<file path="config.mk">
export PLATFORM = sky130hd
export DESIGN_NAME = overlay_controller_flat
export DESIGN_NICKNAME = d
export VERILOG_FILES = /design/src/rtl/overlay_pkg.sv /design/src/rtl/overlay_if.sv /design/src/rtl/overlay_blend.sv /design/src/rtl/overlay_controller.sv /design/src/flat_wrapper.sv
export SDC_FILE = /design/constraint.sdc
export NUM_CORES = 1
export LEC_CHECK = 0
export BUFFER_PORTS_ARGS = -buffer_cell sky130_fd_sc_hd__buf_2
export CORE_ASPECT_RATIO = 1.1
export CORE_MARGIN = 2
export CORE_UTILIZATION = 50
export CTS_CLUSTER_DIAMETER = 120
export CTS_CLUSTER_SIZE = 16
export DETAILED_ROUTE_END_ITERATION = 16
export GPL_ROUTABILITY_DRIVEN = 0
export PLACE_DENSITY = 0.67
export SLEW_MARGIN = 20
export SYNTH_ARGS = -nofsm -noshare
export SYNTH_HDL_FRONTEND = slang
export SYNTH_SLANG_ARGS = --single-unit
</file>
<file path="constraint.sdc">
create_clock -name vga_clk -period 17.6 [get_ports vga_clk]
set_input_delay 3.52 -clock vga_clk [delete_from_list [all_inputs] [get_ports vga_clk]]
set_output_delay 3.52 -clock vga_clk [all_outputs]
set_load 0.005 [all_outputs]
</file>
<file path="src/rtl/overlay_pkg.sv">
// Shared types for the overlay layer: fade state encoding, level range
// and the 3x4-bit colour bundle used through the pixel pipeline.
package overlay_pkg;

    typedef enum logic [1:0] {
        HIDDEN   = 2'd0,
        FADE_IN  = 2'd1,
        SHOWN    = 2'd2,
        FADE_OUT = 2'd3
    } ovl_state_t;

    localparam logic [3:0] LEVEL_MAX = 4'd15;

    typedef struct packed {
        logic [3:0] r;
        logic [3:0] g;
        logic [3:0] b;
    } rgb4_t;

endpackage

</file>
<file path="src/rtl/overlay_if.sv">
// Pixel-stream bundle between the raster/ROM/palette side and the overlay
// controller, plus the controller's status and debug state.
interface overlay_if;
    import overlay_pkg::*;

    // No valid/ready: every vga_clk carries one pixel; DrawX/DrawY/blank/bg
    // describe the current pixel, rom_q/pal_* answer rom_address one cycle on.
    logic [9:0]  DrawX;
    logic [9:0]  DrawY;
    logic        blank;
    logic        show_req;
    logic        hide_req;
    logic [15:0] rom_address;
    logic [3:0]  rom_q;
    logic [3:0]  pal_red, pal_green, pal_blue;
    logic [3:0]  bg_red, bg_green, bg_blue;
    logic [3:0]  red, green, blue;
    logic        overlay_visible;
    logic        busy;
    ovl_state_t  dbg_state;

    modport master (
        output DrawX, DrawY, blank, show_req, hide_req, rom_q,
               pal_red, pal_green, pal_blue, bg_red, bg_green, bg_blue,
        input  rom_address, red, green, blue, overlay_visible, busy, dbg_state
    );

    modport slave (
        input  DrawX, DrawY, blank, show_req, hide_req, rom_q,
               pal_red, pal_green, pal_blue, bg_red, bg_green, bg_blue,
        output rom_address, red, green, blue, overlay_visible, busy, dbg_state
    );

endinterface

</file>
<file path="src/rtl/overlay_blend.sv">
// One colour channel of the final stage: mixes palette over background by
// level/16 and registers the result.
module overlay_blend
    import overlay_pkg::*;
(
    input  logic       vga_clk,
    input  logic       reset,
    input  logic [3:0] bg_i,
    input  logic [3:0] pal_i,
    input  logic [3:0] level_i,
    input  logic       use_ovl_i,
    input  logic       blank_i,
    output logic [3:0] out_o
);

    logic [3:0] mag;
    logic [7:0] prod;
    logic [4:0] sum;
    logic [3:0] mix;
    logic [3:0] out_d, out_q;

    // The step is taken on |pal-bg| so it rounds toward zero in both
    // directions; the clamp guards the add/subtract against wrap.
    always_comb begin
        mag  = (pal_i >= bg_i) ? (pal_i - bg_i) : (bg_i - pal_i);
        prod = {4'd0, mag} * {4'd0, level_i};
        if (pal_i >= bg_i) begin
            sum = {1'b0, bg_i} + {1'b0, prod[7:4]};
            mix = sum[4] ? 4'hF : sum[3:0];
        end else begin
            sum = {1'b0, bg_i} - {1'b0, prod[7:4]};
            mix = sum[4] ? 4'h0 : sum[3:0];
        end

        out_d = mix;
        if (!blank_i)                   out_d = 4'h0;
        else if (!use_ovl_i)            out_d = bg_i;
        else if (level_i == LEVEL_MAX)  out_d = pal_i;
    end

    always_ff @(posedge vga_clk) begin
        if (reset) out_q <= 4'h0;
        else       out_q <= out_d;
    end

    assign out_o = out_q;

endmodule

</file>
<file path="src/rtl/overlay_controller.sv">
// Full-screen overlay layer: raster-order ROM addressing, frame-stepped
// show/hide fade FSM and a 3-stage pipeline to the registered RGB output.
module overlay_controller
    import overlay_pkg::*;
#(
    parameter int         IMG_W       = 400,
    parameter int         IMG_H       = 150,
    parameter int         ORIGIN_X    = 120,
    parameter int         ORIGIN_Y    = 165,
    parameter int         FADE_FRAMES = 2,
    parameter logic [3:0] TRANSP_IDX  = 4'd0
) (
    input  logic      vga_clk,
    input  logic      reset,
    overlay_if.slave  bus
);

    localparam logic [15:0] ADDR_MAX = 16'(IMG_W * IMG_H - 1);
    localparam logic [9:0]  X_LO     = 10'(ORIGIN_X);
    localparam logic [9:0]  X_HI     = 10'(ORIGIN_X + IMG_W - 1);
    localparam logic [9:0]  Y_LO     = 10'(ORIGIN_Y);
    localparam logic [9:0]  Y_HI     = 10'(ORIGIN_Y + IMG_H - 1);
    localparam int          CNT_W    = (FADE_FRAMES > 1) ? $clog2(FADE_FRAMES) : 1;
    localparam logic [CNT_W-1:0] CNT_LAST = CNT_W'(FADE_FRAMES - 1);

    logic        frame_start, in_win, use_ovl;
    logic        armed_q;
    logic [15:0] addr_cnt_q, rom_addr_q;
    logic        hit1_q, blank1_q, hit2_q, blank2_q;
    rgb4_t       bg1_q, bg2_q;

    ovl_state_t       state_q, state_d;
    logic [3:0]       level_q, level_d;
    logic [CNT_W-1:0] fcnt_q, fcnt_d;
    logic             pend_show_q, pend_show_d, pend_hide_q, pend_hide_d;
    logic             visible_q, busy_q;

    assign frame_start = (bus.DrawX == 10'd0) && (bus.DrawY == 10'd0);
    // armed_q keeps the addresser idle after a mid-frame reset.
    assign in_win = armed_q && bus.blank &&
                    (bus.DrawX >= X_LO) && (bus.DrawX <= X_HI) &&
                    (bus.DrawY >= Y_LO) && (bus.DrawY <= Y_HI);

    always_ff @(posedge vga_clk) begin
        if (reset) begin
            armed_q    <= 1'b0;
            addr_cnt_q <= 16'd0;
            rom_addr_q <= 16'd0;
            hit1_q     <= 1'b0;
            blank1_q   <= 1'b0;
            bg1_q      <= '0;
            hit2_q     <= 1'b0;
            blank2_q   <= 1'b0;
            bg2_q      <= '0;
        end else begin
            if (frame_start) begin
                armed_q    <= 1'b1;
                addr_cnt_q <= 16'd0;
            end else if (in_win) begin
                rom_addr_q <= addr_cnt_q;
                if (addr_cnt_q != ADDR_MAX) addr_cnt_q <= addr_cnt_q + 16'd1;
            end
            hit1_q   <= in_win;
            blank1_q <= bus.blank;
            bg1_q    <= {bus.bg_red, bus.bg_green, bus.bg_blue};
            hit2_q   <= hit1_q;
            blank2_q <= blank1_q;
            bg2_q    <= bg1_q;
        end
    end

    // A request landing on the frame_start cycle waits for the next frame.
    always_comb begin
        pend_show_d = frame_start ? 1'b0 : pend_show_q;
        pend_hide_d = frame_start ? 1'b0 : pend_hide_q;
        if (bus.hide_req) begin
            pend_hide_d = 1'b1;
            pend_show_d = 1'b0;
        end else if (bus.show_req) begin
            pend_show_d = 1'b1;
            pend_hide_d = 1'b0;
        end
    end

    always_comb begin
        state_d = state_q;
        level_d = level_q;
        fcnt_d  = fcnt_q;
        if (frame_start) begin
            case (state_q)
                HIDDEN: if (pend_show_q) begin
                    state_d = FADE_IN;
                    fcnt_d  = '0;
                end
                FADE_IN: if (pend_hide_q) begin
                    state_d = (level_q == 4'd0) ? HIDDEN : FADE_OUT;
                    fcnt_d  = '0;
                end else if (fcnt_q == CNT_LAST) begin
                    fcnt_d  = '0;
                    level_d = level_q + 4'd1;
                    if (level_q == LEVEL_MAX - 4'd1) state_d = SHOWN;
                end else begin
                    fcnt_d = fcnt_q + 1'b1;
                end
                SHOWN: if (pend_hide_q) begin
                    state_d = FADE_OUT;
                    fcnt_d  = '0;
                end
                FADE_OUT: if (pend_show_q) begin
                    state_d = (level_q == LEVEL_MAX) ? SHOWN : FADE_IN;
                    fcnt_d  = '0;
                end else if (fcnt_q == CNT_LAST) begin
                    fcnt_d  = '0;
                    level_d = level_q - 4'd1;
                    if (level_q == 4'd1) state_d = HIDDEN;
                end else begin
                    fcnt_d = fcnt_q + 1'b1;
                end
                default: state_d = HIDDEN;
            endcase
        end
    end

    always_ff @(posedge vga_clk) begin
        if (reset) begin
            state_q     <= HIDDEN;
            level_q     <= 4'd0;
            fcnt_q      <= '0;
            pend_show_q <= 1'b0;
            pend_hide_q <= 1'b0;
            visible_q   <= 1'b0;
            busy_q      <= 1'b0;
        end else begin
            state_q     <= state_d;
            level_q     <= level_d;
            fcnt_q      <= fcnt_d;
            pend_show_q <= pend_show_d;
            pend_hide_q <= pend_hide_d;
            visible_q   <= (state_d != HIDDEN);
            busy_q      <= (state_d == FADE_IN) || (state_d == FADE_OUT);
        end
    end

    assign use_ovl = hit2_q && (level_q != 4'd0) && (bus.rom_q != TRANSP_IDX);

    overlay_blend u_blend_r (
        .vga_clk(vga_clk), .reset(reset), .bg_i(bg2_q.r), .pal_i(bus.pal_red),
        .level_i(level_q), .use_ovl_i(use_ovl), .blank_i(blank2_q), .out_o(bus.red)
    );
    overlay_blend u_blend_g (
        .vga_clk(vga_clk), .reset(reset), .bg_i(bg2_q.g), .pal_i(bus.pal_green),
        .level_i(level_q), .use_ovl_i(use_ovl), .blank_i(blank2_q), .out_o(bus.green)
    );
    overlay_blend u_blend_b (
        .vga_clk(vga_clk), .reset(reset), .bg_i(bg2_q.b), .pal_i(bus.pal_blue),
        .level_i(level_q), .use_ovl_i(use_ovl), .blank_i(blank2_q), .out_o(bus.blue)
    );

    assign bus.rom_address     = rom_addr_q;
    assign bus.overlay_visible = visible_q;
    assign bus.busy            = busy_q;
    assign bus.dbg_state       = state_q;

endmodule

</file>
<file path="src/flat_wrapper.sv">
// flat-port wrapper written by rule: the top's interface ports become plain ports
module overlay_controller_flat import overlay_pkg::*;
#(
    parameter int         IMG_W       = 400,
    parameter int         IMG_H       = 150,
    parameter int         ORIGIN_X    = 120,
    parameter int         ORIGIN_Y    = 165,
    parameter int         FADE_FRAMES = 2,
    parameter logic [3:0] TRANSP_IDX  = 4'd0
)
  (vga_clk, reset, bus_DrawX, bus_DrawY, bus_blank, bus_show_req, bus_hide_req, bus_rom_q, bus_pal_red, bus_pal_green, bus_pal_blue, bus_bg_red, bus_bg_green, bus_bg_blue, bus_rom_address, bus_red, bus_green, bus_blue, bus_overlay_visible, bus_busy, bus_dbg_state);
  overlay_if bus_i ();
  input  logic vga_clk;
  input  logic reset;
  input wire logic [$bits(bus_i.DrawX)-1:0] bus_DrawX;
  input wire logic [$bits(bus_i.DrawY)-1:0] bus_DrawY;
  input wire logic [$bits(bus_i.blank)-1:0] bus_blank;
  input wire logic [$bits(bus_i.show_req)-1:0] bus_show_req;
  input wire logic [$bits(bus_i.hide_req)-1:0] bus_hide_req;
  input wire logic [$bits(bus_i.rom_q)-1:0] bus_rom_q;
  input wire logic [$bits(bus_i.pal_red)-1:0] bus_pal_red;
  input wire logic [$bits(bus_i.pal_green)-1:0] bus_pal_green;
  input wire logic [$bits(bus_i.pal_blue)-1:0] bus_pal_blue;
  input wire logic [$bits(bus_i.bg_red)-1:0] bus_bg_red;
  input wire logic [$bits(bus_i.bg_green)-1:0] bus_bg_green;
  input wire logic [$bits(bus_i.bg_blue)-1:0] bus_bg_blue;
  output wire logic [$bits(bus_i.rom_address)-1:0] bus_rom_address;
  output wire logic [$bits(bus_i.red)-1:0] bus_red;
  output wire logic [$bits(bus_i.green)-1:0] bus_green;
  output wire logic [$bits(bus_i.blue)-1:0] bus_blue;
  output wire logic [$bits(bus_i.overlay_visible)-1:0] bus_overlay_visible;
  output wire logic [$bits(bus_i.busy)-1:0] bus_busy;
  output wire logic [$bits(bus_i.dbg_state)-1:0] bus_dbg_state;
  assign bus_i.DrawX = bus_DrawX;
  assign bus_i.DrawY = bus_DrawY;
  assign bus_i.blank = bus_blank;
  assign bus_i.show_req = bus_show_req;
  assign bus_i.hide_req = bus_hide_req;
  assign bus_i.rom_q = bus_rom_q;
  assign bus_i.pal_red = bus_pal_red;
  assign bus_i.pal_green = bus_pal_green;
  assign bus_i.pal_blue = bus_pal_blue;
  assign bus_i.bg_red = bus_bg_red;
  assign bus_i.bg_green = bus_bg_green;
  assign bus_i.bg_blue = bus_bg_blue;
  assign bus_rom_address = bus_i.rom_address;
  assign bus_red = bus_i.red;
  assign bus_green = bus_i.green;
  assign bus_blue = bus_i.blue;
  assign bus_overlay_visible = bus_i.overlay_visible;
  assign bus_busy = bus_i.busy;
  assign bus_dbg_state = bus_i.dbg_state;
  overlay_controller #(.IMG_W(IMG_W), .IMG_H(IMG_H), .ORIGIN_X(ORIGIN_X), .ORIGIN_Y(ORIGIN_Y), .FADE_FRAMES(FADE_FRAMES), .TRANSP_IDX(TRANSP_IDX)) u_core (.vga_clk(vga_clk), .reset(reset), .bus(bus_i));
endmodule
</file>
# Word level (Yosys, flattened, before mapping)

Cells that the tools add are included.

Order comparisons: 7
$add $sub $neg: 16
Multiplexer cells: 45
Multipliers: 3
Bitwise operators: 2
Reductions and logical operators: 26
Eq/ne operators: 15

Operators with widths:

| cell                                                                     | count |
|---|---|
| 4-bit 2-to-1 mux                                                         | 22 |
| 4-bit by 4-bit multiplier with 8-bit output                              | 3 |
| 4-bit subtractor                                                         | 6 |
| 2-bit 2-to-1 mux                                                         | 11 |
| 10-bit zero test                                                         | 2 |
| 16-bit by 1-bit adder with 16-bit output (second input constant)         | 1 |
| 16-bit inequality test (second input constant)                           | 1 |
| 4-bit by 4-bit adder with 5-bit output                                   | 3 |
| 4-bit by 4-bit subtractor with 5-bit output                              | 3 |
| 4-bit >= comparator                                                      | 3 |
| 10-bit by 7-bit >= comparator with 1-bit output (second input constant)  | 1 |
| 10-bit by 8-bit >= comparator with 1-bit output (second input constant)  | 1 |
| 10-bit <= comparator (second input constant)                             | 1 |
| 10-bit by 9-bit <= comparator with 1-bit output (second input constant)  | 1 |
| 1-bit 2-to-1 mux                                                         | 9 |
| 4-bit equality test (second input constant)                              | 2 |
| 1-bit logical AND                                                        | 8 |
| 2-bit by 1-bit inequality test with 1-bit output (second input constant) | 4 |
| 2-bit case mux with 4 select lines                                       | 1 |
| 4-bit case mux with 2 select lines                                       | 1 |
| 4-bit nonzero test                                                       | 2 |
| 2-bit equality test (second input constant)                              | 3 |
| 6-bit AND reduction                                                      | 1 |
| 2-bit nonzero test                                                       | 3 |
| 15 further kinds                                                         | 21 |

Bits in registers: 84
Word-level logic and storage cells: 137

# Logic depth before layout (Yosys ltp)

Depth after elaboration: 8
Gate-level depth with buffers: 27
Gate-level depth less buffers: 26

# Cells and area by module

A second synthesis with hierarchy kept.

Cell total of the unflattened synthesis: 819
Area total of the unflattened synthesis: 6993.0 um2

By module, submodules not included:

| module                            | cells each | instances | area an instance (um2) |
|---|---|---|---|
| overlay_controller                | 352        | 1         | 3130.5 |
| overlay_blend at u_core.u_blend_r | 156        | 1         | 1292.5 |
| overlay_blend at u_core.u_blend_b | 156        | 1         | 1286.2 |
| overlay_blend at u_core.u_blend_g | 155        | 1         | 1283.7 |

# Worst setup path after synthesis

OpenSTA, ideal clock, no wires.

Path type: input to register
From: input port bus_pal_blue[0]
To: register u_core.u_blend_b.out_q[2] (netlist: u_core.u_blend_b.out_o[2])
Setup slack: 8.810 ns
Arrival: 8.672 ns
Setup time: 0.118 ns
Data required time: 17.482 ns
Cell stages on the path: 27
Cells stage by stage: inv_1 -> ha_1 -> inv_1 -> fa_1 -> a21oi_1 -> o21ai_1 -> clkbuf_1 -> mux2i_1 -> xnor2_1 -> nand2_1 -> fa_1 -> inv_1 -> fa_1 -> ha_1 -> nor2b_1 -> nand3_1 -> nor2_1 -> a211o_1 -> a21oi_1 -> xnor2_1 -> ha_1 -> inv_1 -> a221oi_1 -> nor2_1 -> a221oi_1 -> o211ai_1 -> o2111a_1

Word-level cells in the longest chain between the ends: 8
Elaborated cells on any way between the ends: 12
Those cells by class: add/sub: 4; mul: 1; order compare: 1; mux: 6

Ends and longest elaborated chain:

| item                                                                                                  | line                                     | RTL |
|---|---|---|
| start: declaration                                                                                    | flat_wrapper.sv:23                       | `input wire logic [$bits(bus_i.pal_blue)-1:0] bus_pal_blue;` |
| 4-bit subtractor or 4-bit >= comparator (tied branches)                                               | overlay_blend.sv:25, overlay_blend.sv:27 |  |
| 4-bit 2-to-1 mux                                                                                      | overlay_blend.sv:25                      | `mag = (pal_i >= bg_i) ? (pal_i - bg_i) : (bg_i - pal_i);` |
| 4-bit by 4-bit multiplier with 8-bit output                                                           | overlay_blend.sv:26                      | `prod = {4'd0, mag} * {4'd0, level_i};` |
| 4-bit by 4-bit subtractor with 5-bit output or 4-bit by 4-bit adder with 5-bit output (tied branches) | overlay_blend.sv:31, overlay_blend.sv:28 |  |
| 4-bit 2-to-1 mux, on equally long branches                                                            | overlay_blend.sv:32, overlay_blend.sv:29 |  |
| 4-bit 2-to-1 mux (*)                                                                                  | overlay_blend.sv:27                      | `if (pal_i >= bg_i) begin` |
| 4-bit 2-to-1 mux (*)                                                                                  | overlay_blend.sv:38                      | `else if (level_i == LEVEL_MAX) out_d = pal_i;` |
| 4-bit 2-to-1 mux (*)                                                                                  | overlay_blend.sv:37                      | `else if (!use_ovl_i) out_d = bg_i;` |
| end signal: assignment                                                                                | overlay_blend.sv:43                      | `else out_q <= out_d;` |
| end: declaration                                                                                      | overlay_blend.sv:20                      | `logic [3:0] out_d, out_q;` |

Every way passes the cells marked *; elsewhere a longest branch is shown, timed or not.
A chain may end at the register's enable or synchronous reset.

# Worst setup path after layout

Ends and elaborated chain as after synthesis.

==> reports/results.ini <==
[finish]
final_cell_mix=buf_2, dfxtp_1, ha_1, a21oi_1, inv_1
nets=967
syn_to_final_growth_pct=13.4
fin_util_pct=57.4
fin_area_sq_mm=0.00717
fin_cells=973
drive_above_1_share_pct=14.2
diodes=0

[floorplanning]
core_sq_mm=0.0125
dieArea_sq_mm=0.0136
io-pin-count=85
die_w_um=111
fp.dieH_um=122
start_util_pct=50.6
rows=43

[clock_tree]
cts_num_sinks=84
holdBufCountCts=0
insertion_delay_ns=0.34
cts_setup_buffers=0
clockBufferDepth=2
cts_buffers=9
clkTransAtPathRegs_ns=0.06
cts_htree_levels=3
root_buffer=clkbuf_16
postCtsResizedCells=0
cts_tree=built

[sta]
finalCriticalPeriod_ns=9.28
fin_worst_skew_ns=0.00769
hold_violations=0
maxSlewHeadroom_pct=34.5
fmax_mhz=108
tightest_slew_ns=0.976
setup_viol=0
holdWs_ns=0.433
finalSetupTns_ns=0
slew_viol_final=0
rsz0062_at_grt=no
fin_ws_ns=8.32
period_share_pct=52.7

[placement]
place_area_sq_mm=0.00685
io_buffers=84
dp.cells=958
post-place-ws_ns=8.00
post-dp-hpwl_um=11200

[logic_synthesis]
ys_warn_count=0
postSynth.asyncResetShare_pct=0
synth_cell_types=59
synthCells=744
syn_nets=899
avgSynthCellArea_sq_um=8.49
synth-seq-area-share_pct=26.6
syn_area_sq_mm=0.00632
ys_seq_elements=84
synthFlopType=dfxtp_1
synth-edff-count=0

[worst_setup_path]
cpPeakStageDelay_ns=0.76
reg2reg_depth=23
reg2reg_to=u_core.u_blend_b.out_o[2]
worst-endpoint-required_ns=17.84
criticalPathCategory=primary input to flip-flop
crit_buf_inv=5
r2r_slack_ns=11.27
end_kind=flip-flop
r2r_start=u_core.bg2_q[0]
slowest_stage=o21ai_1
cp_max_fo=16
crit_family=adder cells
startpoint_type=primary input
arrival_ns=9.52

[detailed_routing]
routed_wirelength_um=15000
postRouteAntennaNets=0
dr.pass1.iters=5
drc=0
via_per_inst=5.73
wl_per_cell_um=15.4
vias=5572
dr.first_iter.drc_count=307

[power_and_ir_drop]
finalPower_mw=0.456
ir_drop_mv=0.0502
power_density_mw_per_mm2=63.6
p_leak_nw=3.29

[global_routing]
grt-ovfl-total=0
grt_max_degree=60
grtUsageTotal_pct=22.5
grt_pass1_wl_um=25300
grt_pass1_vias=5556
antenna_found_initial=0

[hold_path]
hp-start=u_core.bg1_q[2]
hold_depth=1
min_to=u_core.bg2_q[2]
hold_class=flip-flop to flip-flop

[flow_run]
max_cap_violations=0

[status]
status=complete, no violations

flip-flops by register name, summed over array words and instances, names as in the netlist, 2 cells and up:
signal	flops
u_core.addr_cnt_q	16
u_core.bg1_q	12
u_core.bg2_q	12
u_core.bus.dbg_state	2
u_core.bus.rom_address	16
u_core.level_q	4
u_core.u_blend_b.out_o	4
u_core.u_blend_g.out_o	4
u_core.u_blend_r.out_o	4
per-layer routing:
metal | vias up | share of wire, % | track usage (%)
met5 | - | 0 | 0
met4 | 0 | 2.9 | 11.4
met3 | 40 | 4.9 | 4.03
met2 | 154 | 50 | 40.7
met1 | 2634 | 42 | 25.6
li1 | 2744 | - | -
cells in the mapped netlist (all sizes together) (2+ instances only):
library cell   n  share of area (%)
a211oi         9                1.3
a21o           8               0.95
a21oi         69                5.5
a221oi         5               0.69
a22oi          2               0.24
a311oi         3               0.42
a31oi          4               0.40
a41o           2               0.32
a41oi          3               0.42
and2          31                3.1
and3           7               0.69
buf            4               0.26
clkbuf        27                1.6
dfxtp         84                 27
fa            21                6.7
ha            81                 16
inv           56                3.3
mux2           5               0.89
mux2i         10                1.6
nand2         56                3.4
nand2b         9               0.89
nand3         35                2.8
nand4         15                1.5
nor2          30                1.8
nor2b         36                3.6
nor3           9               0.79
nor3b          2               0.24
nor4           6               0.59
o211ai         9                1.1
o21a           2               0.24
o21ai         26                2.1
o21bai         4               0.48
o311ai         6               0.83
o31ai          6               0.71
or2            2               0.20
or3            5               0.49
or3b           3               0.42
or4            7               0.83
xnor2         15                2.1
xor2          18                2.5
worst max-delay path by stage:
stage / to / from / cells after the start
finish: u_core.u_blend_b.out_o[2] / bus_pal_blue[0] / 25
global route: u_core.u_blend_b.out_o[2] / bus_pal_blue[0] / 25
CTS: u_core.u_blend_b.out_o[2] / bus_pal_blue[0] / 25
detailed placement: u_core.u_blend_b.out_o[2] / bus_pal_blue[0] / 25
global placement: u_core.u_blend_b.out_o[2] / bus_pal_blue[0] / 25
floorplan: u_core.u_blend_b.out_o[2] / bus_pal_blue[0] / 27
worst reg2reg max path: cells and delay by family (launching register included):
kind	cells	cell delay (ns)
adder cells (fa/ha/maj)	7	2.33
AO/OA/AOI/OAI	7	2.16
XOR/XNOR	2	0.58
AND/OR/NAND/NOR	3	0.37
flip-flops	1	0.36
buffers and inverters	3	0.22
multiplexers	1	0.20
area by class of cell:
cell class	count	area, sq um
Clock buffer	11	243
Inverter	56	210
Sequential cell	84	1680
Clock inverter	4	73.8
Tap cell	157	196
Timing Repair Buffer	88	450
Fill cell	1105	5310
Multi-Input combinational cell	573	4310
power breakdown:
group | switching, mW | internal (mW)
Combinational | 0.0329 | 0.0229
Sequential | 0.00288 | 0.193
Clock | 0.0763 | 0.127
Total | 0.112 | 0.344
logic make-up (layout without fill, tap and decap cells):
logic type	Yosys count	in the layout	share of synthesized area, %
adders and majority gates	102	102	22.7
DFF	84	84	26.6
buffers and inverters	87	159	5.21
AOI/OAI and AO/OA	164	164	16.4
xor gates and xnor gates	33	33	4.57
and+or+nand+nor	259	259	22.0
muxes	15	15	2.47
No activity file was read; power rests on OpenSTA's default activity.
